==> src/rtl/alu_pkg.sv <==
`default_nettype none
// ============================================================================
// Module   : alu_pkg
// Purpose  : Shared ALU datapath definitions for the sum accumulator slice:
//            default widths, accumulator FSM state encoding and the
//            saturation constant used when SUM_ACC_SAT_EN is defined.
// Ports    : (package - none)
// Revision : 1.0  initial release
// ============================================================================
package alu_pkg;

  localparam int C_IN_W  = 11;   // ripple adder sum width
  localparam int C_ACC_W = 16;   // accumulator width
  localparam int C_CNT_W = 8;    // run length / beat counter width

  // Clamp value for a default-width accumulator in saturating builds
  localparam logic [C_ACC_W-1:0] C_SAT_VAL = {C_ACC_W{1'b1}};

  typedef enum logic [1:0] {
    SA_IDLE  = 2'd0,
    SA_ACCUM = 2'd1,
    SA_HOLD  = 2'd2
  } sa_state_e;

endpackage : alu_pkg
`default_nettype wire

==> src/rtl/sum_acc_add.sv <==
`default_nettype none
// ============================================================================
// Module   : sum_acc_add
// Purpose  : Combinational accumulator adder. Zero-extends the incoming
//            adder sum, adds it to the running total in ACC_W+1 bits and
//            reports the carry out of the top bit.
//            Macro SUM_ACC_SAT_EN: when defined, a carry clamps the result to
//            all-ones instead of letting it wrap modulo 2^ACC_W.
// Ports    : acc    in  ACC_W  current accumulator value
//            addend in  IN_W   incoming sum (zero-extended)
//            sum    out ACC_W  next accumulator value
//            carry  out 1      carry out of bit ACC_W-1
// Revision : 1.0  initial release
// ============================================================================
module sum_acc_add
  import alu_pkg::*;
#(
  parameter int IN_W  = C_IN_W,
  parameter int ACC_W = C_ACC_W
) (
  input  logic [ACC_W-1:0] acc,
  input  logic [IN_W-1:0]  addend,
  output logic [ACC_W-1:0] sum,
  output logic             carry
);

  logic [ACC_W:0] w_full;

  assign w_full = {1'b0, acc} + (ACC_W+1)'(addend);
  assign carry  = w_full[ACC_W];

`ifdef SUM_ACC_SAT_EN
  // Once clamped, any further non-zero addend carries again, so the total
  // stays pinned at all-ones for the rest of the run.
  assign sum = carry ? {ACC_W{1'b1}} : w_full[ACC_W-1:0];
`else
  assign sum = w_full[ACC_W-1:0];
`endif

endmodule : sum_acc_add
`default_nettype wire

==> src/rtl/sum_accumulator.sv <==
`default_nettype none
// ============================================================================
// Module   : sum_accumulator
// Purpose  : Accepts a run of len adder sums over a valid/ready handshake,
//            accumulates them and presents the total plus beat count under a
//            second valid/ready handshake. Overflow is sticky per run.
//            Macro SUM_ACC_SAT_EN: saturating accumulation (see sum_acc_add);
//            undefined = wrap modulo 2^ACC_W.
// Ports    : clk, rst (async active-high)
//            start, len             run request (sampled in IDLE only)
//            in_valid/in_ready/in_sum   input beat handshake
//            out_valid/out_ready        result handshake
//            out_acc, out_count, overflow  result fields
// Revision : 1.0  initial release
// ============================================================================
module sum_accumulator
  import alu_pkg::*;
#(
  parameter int IN_W  = C_IN_W,
  parameter int ACC_W = C_ACC_W,
  parameter int CNT_W = C_CNT_W
) (
  input  logic             clk,
  input  logic             rst,
  input  logic             start,
  input  logic [CNT_W-1:0] len,
  input  logic             in_valid,
  output logic             in_ready,
  input  logic [IN_W-1:0]  in_sum,
  output logic             out_valid,
  input  logic             out_ready,
  output logic [ACC_W-1:0] out_acc,
  output logic [CNT_W-1:0] out_count,
  output logic             overflow
);

  sa_state_e        r_state;
  sa_state_e        w_next;
  logic [CNT_W-1:0] r_target;
  logic [CNT_W-1:0] r_count;
  logic [ACC_W-1:0] r_acc;
  logic             r_overflow;
  logic             r_in_ready;
  logic             r_out_valid;

  logic             w_load;
  logic             w_beat;
  logic [CNT_W-1:0] w_count_inc;
  logic [ACC_W-1:0] w_sum;
  logic             w_carry;

  assign w_count_inc = r_count + CNT_W'(1);

  sum_acc_add #(
    .IN_W  (IN_W),
    .ACC_W (ACC_W)
  ) u_add (
    .acc    (r_acc),
    .addend (in_sum),
    .sum    (w_sum),
    .carry  (w_carry)
  );

  // Next-state and datapath strobes
  always_comb begin
    w_next = r_state;
    w_load = 1'b0;
    w_beat = 1'b0;
    case (r_state)
      SA_IDLE: begin
        if (start && (len != '0)) begin
          w_load = 1'b1;
          w_next = SA_ACCUM;
        end
      end
      SA_ACCUM: begin
        if (in_valid && r_in_ready) begin
          w_beat = 1'b1;
          if (w_count_inc == r_target) begin
            w_next = SA_HOLD;
          end
        end
      end
      SA_HOLD: begin
        if (r_out_valid && out_ready) begin
          w_next = SA_IDLE;
        end
      end
      default: begin
        w_next = SA_IDLE;
      end
    endcase
  end

  // Handshake flags are registered from the next state so they line up with
  // the state register exactly (out_valid rises the cycle after the last beat).
  always_ff @(posedge clk or posedge rst) begin
    if (rst) begin
      r_state     <= SA_IDLE;
      r_target    <= '0;
      r_count     <= '0;
      r_acc       <= '0;
      r_overflow  <= 1'b0;
      r_in_ready  <= 1'b0;
      r_out_valid <= 1'b0;
    end else begin
      r_state     <= w_next;
      r_in_ready  <= (w_next == SA_ACCUM);
      r_out_valid <= (w_next == SA_HOLD);
      if (w_load) begin
        r_target   <= len;
        r_count    <= '0;
        r_acc      <= '0;
        r_overflow <= 1'b0;
      end else if (w_beat) begin
        r_acc   <= w_sum;
        r_count <= w_count_inc;
        if (w_carry) begin
          r_overflow <= 1'b1;
        end
      end
    end
  end

  assign in_ready  = r_in_ready;
  assign out_valid = r_out_valid;
  assign out_acc   = r_acc;
  assign out_count = r_count;
  assign overflow  = r_overflow;

endmodule : sum_accumulator
`default_nettype wire

==> config.mk <==
export PLATFORM = sky130hd
export DESIGN_NAME = sum_accumulator
export DESIGN_NICKNAME = d
export VERILOG_FILES = /design/src/rtl/alu_pkg.sv /design/src/rtl/sum_acc_add.sv /design/src/rtl/sum_accumulator.sv
export SDC_FILE = /design/constraint.sdc
export NUM_CORES = 1
export LEC_CHECK = 0
export BUFFER_PORTS_ARGS = -buffer_cell sky130_fd_sc_hd__buf_2
export CORE_MARGIN = 4
export CORE_UTILIZATION = 50
export CTS_BUF_LIST = sky130_fd_sc_hd__clkbuf_4
export DETAILED_ROUTE_END_ITERATION = 10
export GPL_TIMING_DRIVEN = 0
export PLACE_DENSITY = 0.83
export SLEW_MARGIN = 15
export SYNTH_ARGS = -nofsm -noshare
export SYNTH_HDL_FRONTEND = slang
export SYNTH_SLANG_ARGS = --single-unit
export TNS_END_PERCENT = 1
==> constraint.sdc <==
create_clock -name clk -period 2.4 [get_ports clk]
set_input_delay 0.24 -clock clk [delete_from_list [all_inputs] [get_ports clk]]
set_output_delay 0.24 -clock clk [all_outputs]
set_load 0.03 [all_outputs]
Word level (Yosys, flattened, before mapping) --
Cells that the tools add are included. W data, S select, Z words.
Operators by class: mux-type cells 16, reductions and logical operators 8, add/sub/neg operators 2, equal/unequal tests 5
Operator list (number):
- $mux W16 | 2
- $add A16 B11 Y17 | 1
- $mux W8 | 2
- $add A8 B1 Y8 const B | 1
- $eq A8 B8 Y1 | 1
- $mux W2 | 4
- $reduce_bool A8 Y1 | 1
- $mux W1 | 7
- $pmux W2 S3 | 1
- $eq A2 B1 Y1 const B | 2
- $eq A2 B2 Y1 const B | 2
- $reduce_bool A2 Y1 | 2
- $logic_and A1 B1 Y1 | 3
- $logic_not A2 Y1 | 1
- $reduce_and A2 Y1 | 1
Storage, ports and cells: logic and storage cells 38, bits in registers 37, output and inout port bits 27

Logic depth before layout (Yosys ltp) --
depth after elaboration 6, mapped depth 7

Hierarchy --
A second synthesis with hierarchy kept.
Second synthesis, totals: cells, all modules 235, area, all modules 2341.0 um^2
Modules (own cells, without submodules):
- sum_accumulator | sequential area each 925.9 um^2, instances 1, cells each 155, area an instance 1725.4 um^2
- sum_acc_add | sequential area each 0.0 um^2, instances 1, cells each 80, area an instance 615.6 um^2

Worst setup path after synthesis --
No wires, ideal clock.
kind register to register, from register r_acc[0], in the netlist out_acc[0], to register r_acc[12], in the netlist out_acc[12], buffers on the path 0, setup time 0.081 ns, data arrival time 2.137 ns, path slack 0.182 ns, stages on the path, launching flop included 8, path through dfrtp_1 -> ha_1 -> fa_1 -> a211oi_1 -> o21ai_1 -> o211a_1 -> o211ai_1 -> mux2i_1
On the way: longest elaborated chain between the ends 3
RTL lines:
- from (decl) | RTL line sum_accumulator.sv:41 | logic [ACC_W-1:0] r_acc;
- from (signal assigned) | RTL line sum_accumulator.sv:116 | r_acc <= w_sum;
- $add A16 B11 Y17 | RTL line sum_acc_add.sv:29 | assign w_full = {1'b0, acc} + (ACC_W+1)'(addend);
- $mux W16 | RTL line sum_accumulator.sv:115 | end else if (w_beat) begin
- $mux W16 | RTL line sum_accumulator.sv:110 | if (w_load) begin
No other way between the ends. The select of a mux whose other input is x is not followed. A chain may end at the register's enable or synchronous reset.

Final worst setup path --
from register r_acc[0], in the netlist out_acc[0], to register r_acc[14], in the netlist out_acc[14]
Same word-level chain as after synthesis.

==> impl_metrics.toml <==
[run_status]
status = "finished, final reports clean"

[logic_synthesis]
yosys_warnings = 0
synth_compound_area_share_pct = 21.2
synthCells = 244
synth_adder_area_share_pct = 7.46
synth_top_family_by_area = "compound AO/OA/AOI/OAI gates"
synth-xor-area-share_pct = 6.92
yosysSeqAreaShare_pct = 40.6
synth_area_per_cell_um2 = 9.34
synth_top_area_share_pct = 40.6
synthesis.area_um2 = 2280
async_reset_ff_share_pct = 100
synth_top_area_cell = "dfrtp_1"
syn_nets = 281
synth.distinct_cells = 43
synth_seq_cells = 37
synthTopCellsByArea = "dfrtp_1 (41%), nand2_1 (7.1%), ha_1 (6.6%), xor2_1 (3.8%), o21ai_0 (3.3%)"
ys.flop_type = "dfrtp_1"
muxShareOfSynthArea_pct = 2.63
synth_edf_count = 0
synth-simple-area-share_pct = 18.9

[clock_network]
cts_htree_levels = 2
clockBufferDepth = 2
cts_root_buf = "clkbuf_4"
insertion_delay_ns = 0.35
postCtsSetupRepairBufs = 0
cts.sinks = 37
cts.clk_slew.worst_paths_ns = 0.11
cts_tree = "yes"
cts-buffers-inserted = 5

[die]
rows = 24
core_um2 = 4380
start_util_pct = 52.0
die_height_um = 75.5
die_area_um2 = 5700
die_x_um = 75.5
num_io_pins = 51

[worst_setup_path]
worstPathArrival_ns = 2.46
worstReg2RegEnd = "out_acc[14]$_DFFE_PP0P_"
r2r_slack_ns = 0.21
setup.worst_path.end = "out_acc[14]$_DFFE_PP0P_"
path_class = "flip-flop to flip-flop"
cp.required_ns = 2.68
cp_max_fo = 4
slowest_stage = "fa_1"
critPathCaptureType = "flip-flop"
rr_worst_depth = 7
worstSetupStartpoint = "out_acc[0]$_DFFE_PP0P_"
path_cells = "ha_1 -> fa_1 -> a211oi_2 -> o21ai_2 -> o211a_1 -> o211ai_1 -> mux2i_1"
crit_path_start_kind = "flip-flop"
cpPeakStageDelay_ns = 0.45
timing.rr.start = "out_acc[0]$_DFFE_PP0P_"

[drt]
drc = 0
wirelength_mm = 5.26
drtPass1Iterations = 4
ant_nets = 0
drt-initial-drc-count = 124
wl_per_cell_um = 14.8
vias = 2015
vias_per_cell = 5.68

[grt]
antenna_found_initial = 0
grt_overflow = 0
grt_use_total_pct = 19.9
grt_max_degree = 21
grt_first_pass_wirelength_mm = 8.56
grt_pass1_vias = 1822

[placed_design]
routabilityCongestion = 0.850
place_hpwl_mm = 4.03
preCtsSetupSlack_ns = 0.164
numPortBuffers = 50

[timing]
rsz0062_at_grt = "no"
timing.hold.ws_ns = 0.107
tns_ns = 0
finalCritPeriodShare_pct = 91.1
finalHoldViolCount = 0
tightestPinTransition_ns = 0.451
clock_skew_ns = 0.0104
finalSetupViolCount = 0
min_period_ns = 2.19
max_freq_mhz = 457
report.final.slew_viol_count = 0
maxSlewHeadroom_pct = 69.9
setup_slack_ns = 0.213

[final_layout]
diodes = 0
area_delta_synth_final_pct = 18.0
final_nets = 340
drive_gt1_share_pct = 25.1

[power_and_ir_drop]
vdd_drop_max_uv = 509
p_per_area_nw_per_um2 = 1250
leakage_uw = 0.00134

[hold_path]
hold_class = "input pin to flip-flop"
min_path_cells = 3

[job]
drv_cap = 0
-- stage by stage --
step	instances	total power [µW]	utilization [%]	cell area, µm²
floorplan	244	2540	-	2280
global placement	346	2970	59.2	2590
detailed placement	347	3040	59.8	2620
CTS	355	3370	61.2	2680
global route	355	3670	61.4	2690
finish	355	3370	61.4	2690
-- cells in the final DEF (no fill, tap or decap), types with 2 or more instances in the layout --
cell	instances
nand2_1	43
nand2b_1	2
nor2_1	7
o31a_1	2
and2_1	2
and3_1	6
a211oi_2	2
o2111ai_1	3
o21bai_1	2
o211ai_1	4
a22o_1	3
a31oi_1	2
ha_1	12
xor2_1	10
a21o_1	2
nand3_1	11
dfrtp_1	37
mux2i_1	6
a21oi_1	10
o31ai_1	5
or2_2	3
nand3b_1	2
a211oi_1	2
o21ai_1	12
clkbuf_1	2
o21a_1	2
clkbuf_4	6
nand4_1	4
nor4_2	2
inv_1	2
nor3_1	2
o21ai_0	15
buf_2	55
xnor2_1	8
-- power by group --
group	internal (µW)	leakage (µW)	switching [µW]
Combinational	743	0.000838	1210
Clock	118	0.0000292	208
Sequential	861	0.000470	230
-- timing repair --
item / CTS / global route
resized for setup: 0 / 2
setup endpoints to repair: 0 / 2
hold buffers: 1 / 0
hold endpoints to repair: 17 / 0
-- synth_stat cells (3+ instances only) --
library cell	instances
o31ai_1	5
a22o_1	3
nor2_1	7
inv_1	3
nand2_1	43
buf_2	5
mux2i_1	6
a211oi_1	3
o21ai_1	13
o21ai_0	15
a21oi_1	10
nand4_1	4
or2_2	3
o211ai_1	4
and3_1	6
nand3_1	11
ha_1	12
o2111ai_1	3
dfrtp_1	37
xnor2_1	8
xor2_1	10
-- area by class of cell --
type / count / area, µm²
Fill cell: 405 / 1690
Multi-Input combinational cell: 196 / 1310
Sequential cell: 37 / 926
Timing Repair Buffer: 52 / 288
Tap cell: 52 / 65.1
Clock buffer: 6 / 45.0
Buffer: 8 / 40.0
Inverter: 3 / 11.3
Clock inverter: 1 / 3.75
-- sequential cells by signal (all words and copies together) (netlist names) --
name,cells
r_state,2
r_target,8
in_ready,1
out_count,8
out_acc,16
overflow,1
out_valid,1
-- per-layer routing --
layer	track usage, %	routed length [µm]
met5	0	0
met4	6.02	16
met3	5.15	322
met2	32.4	2570
met1	26.2	2350
-- cells by family (layout without fill, tap and decap cells) --
logic type / count (synthesis) / count (layout)
compound gates: 72 / 72
xor+xnor: 18 / 18
buf+inv: 11 / 70
fa+ha+maj: 13 / 13
flops: 37 / 37
simple gates: 87 / 87
mux: 6 / 6
-- worst min path at each step --
stage,startpoint,endpoint,slack [ns]
after floorplan,len[0],r_target[0]$_DFFE_PP0P_,0.35
final,len[0],r_target[0]$_DFFE_PP0P_,0.11
after CTS,len[2],r_target[2]$_DFFE_PP0P_,0.09
after detailed placement,rst,out_count[7]$_DFFE_PP0P_,0.27
after global routing,len[2],r_target[2]$_DFFE_PP0P_,0.09
after global placement,len[0],r_target[0]$_DFFE_PP0P_,0.46
-- worst max-delay path, delay by kind of cell (launching register included) --
family | cells | cell delay (ns)
compound gates | 4 | 0.84
fa+ha+maj | 2 | 0.68
flops | 1 | 0.40
mux | 1 | 0.22
Note: power is estimated with default switching activity, not from simulation.
